## src/rtl/dec_scan_ctrl.sv

```systemverilog
// Round-robin scan sequencer driving the select lines and enables of a 3-to-8 active-low decoder.
// Optional macro DEC_SCAN_WRAP_CNT_EN adds an 8-bit wrap counter output (wrap_cnt_o).
module dec_scan_ctrl #(
  parameter int DWELL_W    = 8,
  parameter int GAP_CYCLES = 1
) (
  input  logic               clk_i,
  input  logic               rst_i,
  input  logic               start_i,
  input  logic [7:0]         mask_i,
  input  logic [DWELL_W-1:0] dwell_i,
  output logic               select_a_o,
  output logic               select_b_o,
  output logic               select_c_o,
  output logic               g1_en_o,
  output logic               g2a_en_n_o,
  output logic               g2b_en_n_o,
  output logic               busy_o,
  output logic [2:0]         chan_o,
  output logic               wrap_o
`ifdef DEC_SCAN_WRAP_CNT_EN
  ,
  output logic [7:0]         wrap_cnt_o
`endif
);

  typedef enum logic [1:0] {
    S_IDLE,
    S_SEEK,
    S_ACTIVE,
    S_GAP
  } state_t;

  state_t             r_state;
  logic [2:0]         r_chan;
  logic [2:0]         r_ptr;
  logic [DWELL_W-1:0] r_dwell;
  logic [3:0]         r_gap;
  logic               r_fromIdle;
  logic               r_busy;
  logic               r_wrap;
  logic               r_g1;
  logic               r_g2aN;
  logic               r_g2bN;
`ifdef DEC_SCAN_WRAP_CNT_EN
  logic [7:0]         r_wrapCnt;
`endif

  logic [2:0]         w_next;
  logic               w_goSeek;
  logic [DWELL_W-1:0] w_dwellLoad;

  // First set mask bit strictly after ptr, rotating 0..7; i=8 lands back on ptr itself.
  function automatic logic [2:0] nextChan(input logic [7:0] mask, input logic [2:0] ptr);
    logic [2:0] idx;
    logic       found;
    nextChan = ptr;
    found    = 1'b0;
    for (int i = 1; i <= 8; i++) begin
      idx = ptr + 3'(i);
      if (!found && mask[idx]) begin
        nextChan = idx;
        found    = 1'b1;
      end
    end
  endfunction

  assign w_next      = nextChan(mask_i, r_ptr);
  assign w_goSeek    = start_i && (mask_i != 8'h00);
  assign w_dwellLoad = (dwell_i == '0) ? DWELL_W'(1) : dwell_i;

  always_ff @(posedge clk_i) begin
    if (rst_i) begin
      r_state    <= S_IDLE;
      r_chan     <= 3'd0;
      r_ptr      <= 3'd7;
      r_dwell    <= '0;
      r_gap      <= 4'd0;
      r_fromIdle <= 1'b0;
      r_busy     <= 1'b0;
      r_wrap     <= 1'b0;
      r_g1       <= 1'b0;
      r_g2aN     <= 1'b1;
      r_g2bN     <= 1'b1;
`ifdef DEC_SCAN_WRAP_CNT_EN
      r_wrapCnt  <= 8'd0;
`endif
    end else begin
      r_wrap <= 1'b0;
      r_g1   <= 1'b0;
      r_g2aN <= 1'b1;
      r_g2bN <= 1'b1;
      case (r_state)
        S_IDLE: begin
          if (w_goSeek) begin
            r_state    <= S_SEEK;
            r_fromIdle <= 1'b1;
            r_busy     <= 1'b1;
          end
        end
        S_SEEK: begin
          if (mask_i == 8'h00) begin
            r_state <= S_IDLE;
            r_ptr   <= 3'd7;
            r_busy  <= 1'b0;
          end else begin
            r_state    <= S_ACTIVE;
            r_chan     <= w_next;
            r_dwell    <= w_dwellLoad;
            r_fromIdle <= 1'b0;
            r_wrap     <= (w_next <= r_ptr) && !r_fromIdle;
`ifdef DEC_SCAN_WRAP_CNT_EN
            if ((w_next <= r_ptr) && !r_fromIdle)
              r_wrapCnt <= r_wrapCnt + 8'd1;
`endif
            r_g1       <= 1'b1;
            r_g2aN     <= 1'b0;
            r_g2bN     <= 1'b0;
          end
        end
        S_ACTIVE: begin
          r_ptr <= r_chan;
          if (r_dwell <= DWELL_W'(1)) begin
            r_dwell <= '0;
            if (GAP_CYCLES > 0) begin
              r_state <= S_GAP;
              r_gap   <= 4'(GAP_CYCLES);
            end else if (w_goSeek) begin
              r_state <= S_SEEK;
            end else begin
              r_state <= S_IDLE;
              r_ptr   <= 3'd7;
              r_busy  <= 1'b0;
            end
          end else begin
            r_dwell <= r_dwell - DWELL_W'(1);
            r_g1    <= 1'b1;
            r_g2aN  <= 1'b0;
            r_g2bN  <= 1'b0;
          end
        end
        S_GAP: begin
          // Selects are left untouched here so the decoder inputs never glitch while disabled.
          if (r_gap <= 4'd1) begin
            r_gap <= 4'd0;
            if (w_goSeek) begin
              r_state <= S_SEEK;
            end else begin
              r_state <= S_IDLE;
              r_ptr   <= 3'd7;
              r_busy  <= 1'b0;
            end
          end else begin
            r_gap <= r_gap - 4'd1;
          end
        end
        default: begin
          r_state <= S_IDLE;
          r_busy  <= 1'b0;
        end
      endcase
    end
  end

  assign select_a_o = r_chan[0];
  assign select_b_o = r_chan[1];
  assign select_c_o = r_chan[2];
  assign chan_o     = r_chan;
  assign g1_en_o    = r_g1;
  assign g2a_en_n_o = r_g2aN;
  assign g2b_en_n_o = r_g2bN;
  assign busy_o     = r_busy;
  assign wrap_o     = r_wrap;
`ifdef DEC_SCAN_WRAP_CNT_EN
  assign wrap_cnt_o = r_wrapCnt;
`endif

endmodule
```

## config.mk

```make
export PLATFORM = sky130hd
export DESIGN_NAME = dec_scan_ctrl
export DESIGN_NICKNAME = d
export VERILOG_FILES = /design/src/rtl/dec_scan_ctrl.sv
export SDC_FILE = /design/constraint.sdc
export NUM_CORES = 1
export LEC_CHECK = 0
export CORE_MARGIN = 10
export CORE_UTILIZATION = 60
export DETAILED_ROUTE_END_ITERATION = 8
export PLACE_DENSITY = 0.85
export SLEW_MARGIN = 20
export SYNTH_ARGS = -nofsm -noshare
export SYNTH_HDL_FRONTEND = slang
export SYNTH_SLANG_ARGS = --single-unit
```

## constraint.sdc

```tcl
create_clock -name clk_i -period 6.7 [get_ports clk_i]
set_input_delay 0.67 -clock clk_i [delete_from_list [all_inputs] [get_ports clk_i]]
set_output_delay 0.67 -clock clk_i [all_outputs]
set_load 0.02 [all_outputs]
```

# == After elaboration in Yosys (flattened, before gate mapping) ==
# Index checks and enable logic that the tools add are counted.
# word_totals
regBits,25
inputBits,19
wordCells,136
# op_classes
addsub,9
magnitude_cmp,11
eq_ne,9
n_mux,61
bitwise,3
reduce_logical,33
# op_table
cell,n
$mux 3,11
$lt 3x4->1 const B,8
$mux 1,25
$bmux 1 s3,8
$mux 8,3
$logic_not 8->1,2
$pmux 8 s2,1
$add 3x3->3 const B,4
$ne 2x2->1 const B,6
$logic_and 1x1->1,9
$pmux 3 s3,1
$le 8x1->1 const B,1
$logic_not 1->1,8
$mux 2,4
$mux 4,2
$pmux 2 s4,1
$pmux 4 s2,1
$reduce_bool 8->1,1
$sub 8x1->8 const B,1
$add 3x2->3 const B,2
$pmux 1 s2,3
$reduce_and 2->1,3
$reduce_and 3->1,2
$reduce_bool 2->1,3
other kinds (13),16

# == Logic depth before layout (Yosys ltp) ==
# Gate-level depths: netlist (run 1).
# logic_depth
depth_word,27
depth_mapped,18
depth_no_buf,14

# == Worst setup path after synthesis (run 1) ==
# No wires, ideal clock.
# synth_timing
path_kind,flip-flop to flip-flop
from,register r_ptr[0]
to,register r_wrap (netlist: wrap_o)
arrival_time_ps,3398
required_ps,6608
path_slack_ps,3210
path_stages_with_launch,19
path_buffers,4
period_less_slack_ps,3490
cell_sequence,dfxtp_1 > buf_6 > buf_12 > inv_1 > ha_1 > buf_6 > buf_8 > mux2_4 > mux4_2 > a221oi_2 > nand2_1 > nand4b_1 > nand4_1 > o21ai_0 > ha_1 > a21o_1 > a21oi_1 > a31oi_1 > nor4_1
# synth_between
elab_chain_len,27
word_cells_on_any_way,54
cone_classes,add/sub: 7; order compare: 1; mux: 31; reduce/logical: 15
# synth_lines
element,line,rtl
"start, declared",36,logic [2:0] r_ptr;
"start signal, assigned",122,r_ptr <= r_chan;
$add 3x1->3,60,idx = ptr + 3'(i);
$bmux 1 s3,61,if (!found && mask[idx]) begin
$mux 1 (not written as such),61,
$mux 1,61,
$logic_not 1->1,61,
$logic_and 1x1->1,61,
$mux 1,61,
$logic_not 1->1,61,
(+12 left out),-,
$logic_and 1x1->1,61,
$mux 1,61,
$logic_not 1->1,61,
$logic_and 1x1->1,61,
$mux 3 *,61,
named net w_next[1],49,logic [2:0] w_next;
$le 3x3->1 *,111,r_wrap <= (w_next <= r_ptr) && !r_fromIdle;
$logic_and 1x1->1 *,111,
"end signal, assigned",111,
"end, declared",41,logic r_wrap;
# Mark *: on every way through the listed nets, which the timed path passes. The rest lies on a longest branch. The select of a mux whose other input is x is not followed.
# A chain may end at the register's enable or synchronous reset.

# == Worst setup path in the final report (run 1) ==
# Ends and elaborated chain as after synthesis.

==> summary.md, run 1 <==
| Metric | Value |
|---|---|
| IO Port Bufs | `29` |
| Largest area contributor in the synthesized netlist | `dfxtp_1` |
| CP endpoint kind | `register` |
| Mapped Cells | `270` |
| Worst reg2reg endpoint | `wrap_o` |
| Hold WS | `0.461 ns` |
| Status | `finished clean` |
| Worst EP arrival | `4.57 ns` |
| Hold Path Class | `register to register` |
| Critical path launch point type | `register` |
| Global route total overflow | `0` |
| Post-Place Cell Area | `2620 µm²` |
| Min-Delay Endpoint | `wrap_o` |
| Die W | `83.5 µm` |
| Pwr Density | `196 nW/µm²` |
| Final period util | `65.7%` |
| P_leak | `1.08 nW` |
| Setup ws final | `2.30 ns` |
| Worst vdd ir | `0.183 mV` |
| HP Start | `r_fromIdle` |
| Final core occ | `67.7%` |
| Syn Nets | `303` |
| R2R cell count | `14` |
| Share of the synthesized area in the top cell type | `20.7%` |
| Most frequent cells after synthesis | `dfxtp_1, nor2_1, inv_1` |
| Post-CTS Hold Buffers | `0` |
| Max Slew Vio Count | `0` |
| DP HPWL | `4.08 mm` |
| Largest net degree at the start of global routing | `26` |
| Mapped Avg Cell Area | `8.96 µm²` |
| RSZ-0062 raised after global routing | `no` |
| Ys flop type | `dfxtp_1` |
| Sequential fraction of the synthesis area | `20.7%` |
| Root Buffer | `clkbuf_8` |
| Clk buf depth | `2` |
| First-pass GRT wire length | `9.60 mm` |
| Library cells used by synthesis | `65` |
| Post-synth EDFFs | `0` |
| YS warnings | `0` |
| Initial Utilization | `61.3%` |
| Fin crit period | `4.40 ns` |
| Via Count | `2091` |
| Design Area, Final | `2670 µm²` |
| Top-count cell post-synth | `dfxtp_1` |
| Final Skew | `0.00550 ns` |
| Initial drt markers | `146` |
| Fill cells | `304` |
| Final TNS setup | `0 ns` |
| CP required | `6.87 ns` |
| Final setup fails | `0` |
| Final wirelength | `5.42 mm` |
| Async SR Flop Fraction | `0%` |
| Die Area | `6970 µm²` |
| Worst slew pin tran | `0.908 ns` |
| Nets | `320` |
| Antenna-violating nets left | `0` |
| Synth-to-Final Area Change | `10.4%` |
| DRC | `0` |
| Drt first pass iters | `4` |
| Diodes inserted | `0` |
| Crit Path Max Fanout | `17` |
| Worst slack at placement | `2.31 ns` |
| Cts bufs inserted | `3` |
| Worst r2r src | `r_ptr[0]` |
| CTS Sinks | `25` |
| Total track usage | `15.5%` |
| Core area | `3940 µm²` |
| CTS H-tree depth | `1` |
| Final Hold Vio Count | `0` |
| Slew HR | `39.3%` |
| CTS tree | `done` |
| Flop2flop setup slack | `2.30 ns` |
| DR vias/cell | `6.22` |
| I/O pin count | `30` |
| Vias in the first global route | `2043` |
| Worst-Skew Late Latency | `0.27 ns` |
| Mapped cell area | `2420 µm²` |
| Post-CTS Resized | `0` |
| Share of cells above drive strength 1 | `13.3%` |
| Post-Place Cells | `332` |
| Fmax | `0.227 GHz` |
| Setup bufs post-CTS | `0` |
| Routability congestion estimate | `0.894` |
| CP Class | `register to register` |
| Synth Register Bits | `25` |
| Worst hold path depth | `1` |
| Final cell count without fillers | `336` |
| Total power | `523 µW` |
| Synth top area cells | `dfxtp_1, mux4_2, ha_1` |
| Routed WL per cell | `16.1 µm` |
| CTS clk-pin slew, worst paths | `0.08 ns` |
| DIE HEIGHT | `83.5 µm` |
| Max-Cap Viols | `0` |
| Cell Rows | `23` |
| Initial antenna violation count | `0` |
[cell type report]
| type | count | area (µm²) | share of cell area (%) |
|---|---|---|---|
| inverter | 22 | 82.6 | 3.09 |
| tap | 50 | 62.6 | 2.34 |
| timing repair buffer | 29 | 290 | 10.9 |
| multi-input combinational | 206 | 1690 | 63.1 |
| clock buffer | 3 | 41.3 | 1.55 |
| clock inverter | 1 | 7.51 | 0.281 |
| sequential | 25 | 500 | 18.7 |
[registers in the layout, indices dropped and copies added (netlist names), 3 cells and up, named ones only]
name,flops
r_ptr,3
r_gap,4
chan_o,3
r_dwell,8
[routing by layer]
metal | global-route usage [%] | share of wire [%] | vias to the layer above
met5 | 0 | 0 | -
met4 | 3.35 | 0.94 | 0
met3 | 3.03 | 5.0 | 6
met2 | 26.1 | 48 | 49
met1 | 19.8 | 46 | 1003
li1 | - | - | 1033
[worst max-delay path by stage]
stage	startpoint	to	slack (ns)	depth (start not counted)
6_report	r_ptr[0]	wrap_o	2.30	14
5_1_grt	r_ptr[0]	wrap_o	1.89	14
4_1_cts	r_ptr[0]	wrap_o	2.29	14
3_5_place_dp	r_ptr[0]	wrap_o	2.31	14
3_3_place_gp	r_ptr[0]	wrap_o	2.51	14
2_1_floorplan	r_ptr[0]	wrap_o	3.21	18
[power by group]
group | internal [mW] | switching [mW] | leakage, nW | total (mW)
Sequential | 0.170 | 0.0193 | 0.205 | 0.189
Clock | 0.0422 | 0.0494 | 0.0217 | 0.0916
Combinational | 0.108 | 0.135 | 0.850 | 0.242
Total | 0.319 | 0.203 | 1.08 | 0.523
[critical path, cell delays in order, from the launching register on]
cell and delay [ns]:
dfxtp_1 0.85, inv_1 0.18, ha_1 0.76, mux2_2 0.41, mux4_2 0.47, a221oi_2 0.34
nand2_1 0.09, nand4b_1 0.12, nand4_1 0.14, o21ai_0 0.12, ha_1 0.28, a21o_1 0.16
a21oi_1 0.14, a31oi_1 0.05, nor4_1 0.16
[placed cells by master (no fill, tap or decap), types with 2 or more instances in the layout]
cell,instances
nand2_1,17
nor2_1,24
nor4_1,6
a21boi_0,2
a31oi_1,4
and2_1,4
o21ai_0,14
o211ai_1,2
and3_1,5
ha_1,14
dfxtp_1,25
a22oi_1,5
a211oi_2,2
inv_1,22
mux2i_1,10
mux4_2,11
nand3b_1,4
o221ai_1,3
o21bai_1,2
o211a_1,3
o32ai_1,3
clkbuf_8,3
or3_1,2
a211oi_1,2
and3b_1,2
o22ai_1,2
clkdlybuf4s50_1,29
nand2b_1,2
nand3_1,5
nand4_1,2
nor3_1,7
mux2_2,7
xnor2_1,3
a221oi_2,2
a21oi_1,10
[cell families after synthesis]
family                     share of synthesized area [%]
muxes                                               19.8
AOI/OAI and AO/OA                                   20.4
DFF                                                 20.7
buffers and inverters                               9.62
adders and majority gates                           7.24
and+or+nand+nor                                     20.1
xor gates and xnor gates                            2.12
Power figures use the tool's default switching activity.
==> inputs of run 2 (changes only) <==
- CORE_UTILIZATION: 60 -> 51
- PLACE_DENSITY: 0.85 -> 0.77
- clock period: 6.7 -> 3.7 ns (I/O delays scaled with it)
==> summary.md, run 2 (synthesis results as in run 1) <==
| Metric | Value |
|---|---|
| Routed WL per cell | `16.4 µm` |
| Max Slew Vio Count | `0` |
| CTS clk-pin slew, worst paths | `0.09 ns` |
| Largest net degree at the start of global routing | `26` |
| DP HPWL | `4.22 mm` |
| Slew HR | `38.9%` |
| CTS tree | `done` |
| RSZ-0062 raised after global routing | `no` |
| Pwr Density | `355 nW/µm²` |
| Die Area | `7900 µm²` |
| P_leak | `1.10 nW` |
| Most common cell after layout, fill and taps aside | `clkdlybuf4s50_1` |
| CP required | `3.88 ns` |
| CP peak stage delay | `0.48 ns` |
| Worst slack at placement | `0.218 ns` |
| Status | `finished clean` |
| Final Skew | `0.00640 ns` |
| Drt first pass iters | `5` |
| Setup bufs post-CTS | `0` |
| Worst-Skew Late Latency | `0.28 ns` |
| Via Count | `2112` |
| Setup ws final | `0.309 ns` |
| Final setup fails | `0` |
| Core area | `4470 µm²` |
| DIE HEIGHT | `88.9 µm` |
| CTS Sinks | `25` |
| Number of flip-flops in the largest register | `8` |
| WP buf/inv | `1` |
| Total track usage | `14.6%` |
| Post-Place Cell Area | `2660 µm²` |
| Final wirelength | `5.64 mm` |
| Share of cells above drive strength 1 | `15.1%` |
| Biggest register | `r_dwell` |
| Hold Path Class | `register to register` |
| Crit path max-delay cell type | `ha_2` |
| Final Hold Vio Count | `0` |
| DRC | `0` |
| Worst slew pin tran | `0.914 ns` |
| Final period util | `91.6%` |
| Synth-to-Final Area Change | `12.1%` |
| Post-CTS Hold Buffers | `0` |
| Fmax | `0.295 GHz` |
| Antenna-violating nets left | `0` |
| Fin crit period | `3.39 ns` |
| Root Buffer | `clkbuf_8` |
| Vias in the first global route | `1936` |
| Cell Rows | `24` |
| DR vias/cell | `6.16` |
| Final TNS setup | `0 ns` |
| I/O pin count | `30` |
| Design Area, Final | `2710 µm²` |
| Nets | `325` |
| Max-Cap Viols | `0` |
| CP Class | `register to register` |
| Worst EP arrival | `3.58 ns` |
| Fill cells | `391` |
| Family with the most delay on the worst path | `multiplexers` |
| CTS H-tree depth | `1` |
| Initial drt markers | `220` |
| Crit-path cells | `inv_1, ha_2, mux2_2, mux4_2, a221oi_2, nand2_1, nand4b_1, nand4_1, o21ai_0, ha_1, a21o_1, a21oi_1, a31oi_1, nor4_1` |
| Worst vdd ir | `0.241 mV` |
| Global route total overflow | `0` |
| CP endpoint kind | `register` |
| First-pass GRT wire length | `9.51 mm` |
| Die W | `88.9 µm` |
| Top flop regs | `r_dwell (8), r_gap (4)` |
| Diodes inserted | `0` |
| Cts bufs inserted | `3` |
| IO Port Bufs | `29` |
| Clk buf depth | `2` |
| Most frequent cells in the layout | `clkdlybuf4s50_1, dfxtp_1, nor2_1` |
| Routability congestion estimate | `0.967` |
| Initial antenna violation count | `0` |
| Critical path launch point type | `register` |
| Initial Utilization | `54.1%` |
| Crit Path Max Fanout | `11` |
==> run 2: cell types whose count changed in the layout (fill, tap and decap cells not counted), sizes merged <==
cell	delta
buf	+5
clkinv	+1
clkinvlp	-1
==> run 2: per-stage QoR <==
stage          util [%]  hold WS [ns]  instances  power [mW]
2_1_floorplan         -         0.418        270       0.670
3_3_place_gp       59.5         0.447        339       0.786
3_5_place_dp       59.5         0.451        339       0.792
4_1_cts            60.5         0.464        343       0.963
5_1_grt            60.6         0.495        343        1.03
6_report           60.6         0.470        343       0.961
==> run 2: repair_timing <==
| item | in CTS | in global routing |
|---|---|---|
| endpoints found under the setup margin | 0 | 1 |
| resized for setup | 0 | 1 |
| hold endpoints to repair | 0 | 0 |
==> run 2: area by class of cell <==
cell class	count	area (µm²)	share of cell area, %
flip-flops and latches	25	500	18.5
repair buffers	34	328	12.1
multi-input cells	206	1690	62.3
well taps	52	65.1	2.40
clock buffers	3	41.3	1.52
clock inverters	1	5.00	0.185
inverters	22	82.6	3.05
==> run 2: final timing paths <==
kind	depth (start not counted)	slack [ns]	start	end
hold / removal	1	0.47	r_fromIdle	wrap_o
hold reg to reg	1	0.47	r_fromIdle	wrap_o
setup / recovery	14	0.31	r_ptr[1]	wrap_o
setup reg to reg	14	0.31	r_ptr[1]	wrap_o
==> run 2: layer usage <==
layer | global-route usage [%] | vias up | wire length [µm]
li1 | - | 1047 | -
met1 | 21.7 | 994 | 2770
met2 | 21.4 | 65 | 2460
met3 | 3.22 | 6 | 370
met4 | 1.76 | 0 | 48
met5 | 0 | - | 0
==> run 2: worst register-to-register path, cell delays in order, from the launching register on <==
cell and delay (ns):
dfxtp_1 0.34, inv_1 0.09, ha_2 0.48, mux2_2 0.37, mux4_2 0.48, a221oi_2 0.34, nand2_1 0.09, nand4b_1 0.10
nand4_1 0.13, o21ai_0 0.12, ha_1 0.28, a21o_1 0.17, a21oi_1 0.13, a31oi_1 0.05, nor4_1 0.15
==> run 2: where the power goes <==
part | internal, mW | total (mW) | switching [mW]
Combinational | 0.203 | 0.453 | 0.250
Sequential | 0.307 | 0.341 | 0.0334
Clock | 0.0756 | 0.168 | 0.0926
Total | 0.586 | 0.961 | 0.376
==> inputs of run 3 (changes only) <==
- PLACE_DENSITY: 0.77 -> 0.88
==> summary.md, run 3 (synthesis results as in run 1) <==
| Metric | Value |
|---|---|
| P_leak | `1.10 nW` |
| Global route total overflow | `0` |
| Share of cells above drive strength 1 | `14.8%` |
| CTS tree | `done` |
| Worst slew pin tran | `0.893 ns` |
| HP Start | `r_dwell[6]` |
| Pwr Density | `353 nW/µm²` |
| I/O pin count | `30` |
| DRC | `0` |
| Final wirelength | `5.91 mm` |
| Number of flip-flops in the largest register | `8` |
| DR vias/cell | `6.36` |
| Crit Path Max Fanout | `10` |
| Total track usage | `15.2%` |
| Post-Place Cells | `339` |
| IO Port Bufs | `29` |
| Max-Cap Viols | `0` |
| Initial Utilization | `54.1%` |
| Die Area | `7900 µm²` |
| Final Hold Vio Count | `0` |
| Antenna-violating nets left | `0` |
| Routability congestion estimate | `0.971` |
| Crit path max-delay cell type | `mux4_2` |
| Total power | `960 µW` |
| Clk pwr share | `16.7%` |
| Fin crit period | `3.41 ns` |
| Vias in the first global route | `2080` |
| Root Buffer | `clkbuf_8` |
| Status | `finished clean` |
| Initial antenna violation count | `0` |
| Core area | `4470 µm²` |
| Initial drt markers | `189` |
| Nets | `325` |
| Combinational cell fraction of total power | `47.7%` |
| R2R cell count | `14` |
| Post-CTS Hold Buffers | `0` |
| Worst vdd ir | `0.382 mV` |
| CP required | `3.86 ns` |
| CTS Sinks | `25` |
| Max Slew Vio Count | `0` |
| Flop pwr share | `35.7%` |
| DP HPWL | `4.47 mm` |
| Top flop regs | `r_dwell (8), r_gap (4)` |
| Biggest register | `r_dwell` |
| Clk buf depth | `2` |
| DIE HEIGHT | `88.9 µm` |
| CP Class | `register to register` |
| WP buf/inv | `1` |
| Slew HR | `40.3%` |
| Worst EP arrival | `3.57 ns` |
| CP peak stage delay | `0.49 ns` |
| Sw frac | `39.0%` |
| Cts bufs inserted | `3` |
| Routed WL per cell | `17.2 µm` |
| Final cell count without fillers | `343` |
| Final period util | `92.2%` |
| Hold Path Class | `register to register` |
| Via Count | `2182` |
| Die W | `88.9 µm` |
| CTS H-tree depth | `1` |
| Cell Rows | `24` |
| Internal power | `586 µW` |
| Min-Delay Endpoint | `r_dwell[6]` |
| First-pass GRT wire length | `9.90 mm` |
| Psw | `374 µW` |
| Family with the most delay on the worst path | `multiplexers` |
| Worst reg2reg endpoint | `wrap_o` |
| Final Skew | `0.00443 ns` |
| Flop2flop setup slack | `0.29 ns` |
| CTS clk-pin slew, worst paths | `0.09 ns` |
| Crit-path cells | `inv_1, ha_4, mux2_1, mux4_2, a221oi_2, nand2_1, nand4b_1, nand4_1, o21ai_0, ha_1, a21o_1, a21oi_1, a31oi_1, nor4_1` |
| Final TNS setup | `0 ns` |
| Fmax | `0.293 GHz` |
| Most common cell after layout, fill and taps aside | `clkdlybuf4s50_1` |
| Final setup fails | `0` |
| Drt first pass iters | `5` |
| Largest net degree at the start of global routing | `26` |
| RSZ-0062 raised after global routing | `no` |
| Design Area, Final | `2720 µm²` |
| Synth-to-Final Area Change | `12.4%` |
| Critical path launch point type | `register` |
| Final core occ | `60.8%` |
| Most frequent cells in the layout | `clkdlybuf4s50_1, dfxtp_1, nor2_1` |
| Worst-Skew Late Latency | `0.27 ns` |
| Diodes inserted | `0` |
| Worst r2r src | `r_ptr[1]` |
| Post-Place Cell Area | `2660 µm²` |
| Worst hold path depth | `2` |
| CP endpoint kind | `register` |
## run 3: changes by cell type in the layout (fill, tap and decap cells not counted), sizes merged
cell	change
clkinv	-1
clkbuf	+1
## run 3: worst register-to-register path, stage by stage, from the launching register on
cell and delay (ns):
dfxtp_1 0.35, inv_1 0.10, ha_4 0.36, mux2_1 0.37, mux4_2 0.49, a221oi_2 0.35
nand2_1 0.09, nand4b_1 0.11, nand4_1 0.14, o21ai_0 0.12, ha_1 0.28, a21o_1 0.16
a21oi_1 0.13, a31oi_1 0.05, nor4_1 0.19
## run 3: timing repair
item	CTS	global route
endpoints found under the setup margin	0	1
gates resized for setup	0	2
buffers inserted	0	0
## run 3: layout make-up
class,instances,area (µm²)
tap,52,65.1
inverter,22,82.6
fill,370,1760
timing repair buffer,34,328
clock buffer,4,45.0
multi-input combinational,206,1700
sequential,25,500
## run 3: per-stage QoR
step / worst slack [ns] / hold slack [ns]
floorplan: 0.210 / 0.418
global placement: 0.262 / 0.451
detailed placement: 0.206 / 0.462
CTS: 0.170 / 0.487
global route: 0.118 / 0.509
finish: 0.288 / 0.497
## run 3: how the worst max path moves through the flow
stage | startpoint | endpoint | cells past startpoint | slack (ns)
floorplan | r_ptr[0] | wrap_o | 18 | 0.21
global placement | mask_i[1] | wrap_o | 13 | 0.26
detailed placement | r_ptr[1] | wrap_o | 14 | 0.21
CTS | r_ptr[1] | wrap_o | 14 | 0.17
global route | r_ptr[1] | wrap_o | 14 | 0.12
finish | r_ptr[1] | wrap_o | 14 | 0.29
## run 3: metal layers
| metal | vias to the layer above | global-route usage, % | wire length, µm |
|---|---|---|---|
| met5 | - | 0 | 0 |
| met3 | 8 | 3.49 | 436 |
| met4 | 0 | 1.91 | 56 |
| met1 | 1047 | 19.7 | 2590 |
| li1 | 1044 | - | - |
| met2 | 83 | 25.5 | 2830 |
## run 3: power groups by stage
stage	Combinational [mW]	Clock [mW]	Sequential (mW)
global placement	0.433	0	0.345
detailed placement	0.447	0	0.347
global route	0.507	0.170	0.347
finish	0.458	0.160	0.342
floorplan	0.316	0	0.354
CTS	0.454	0.162	0.341
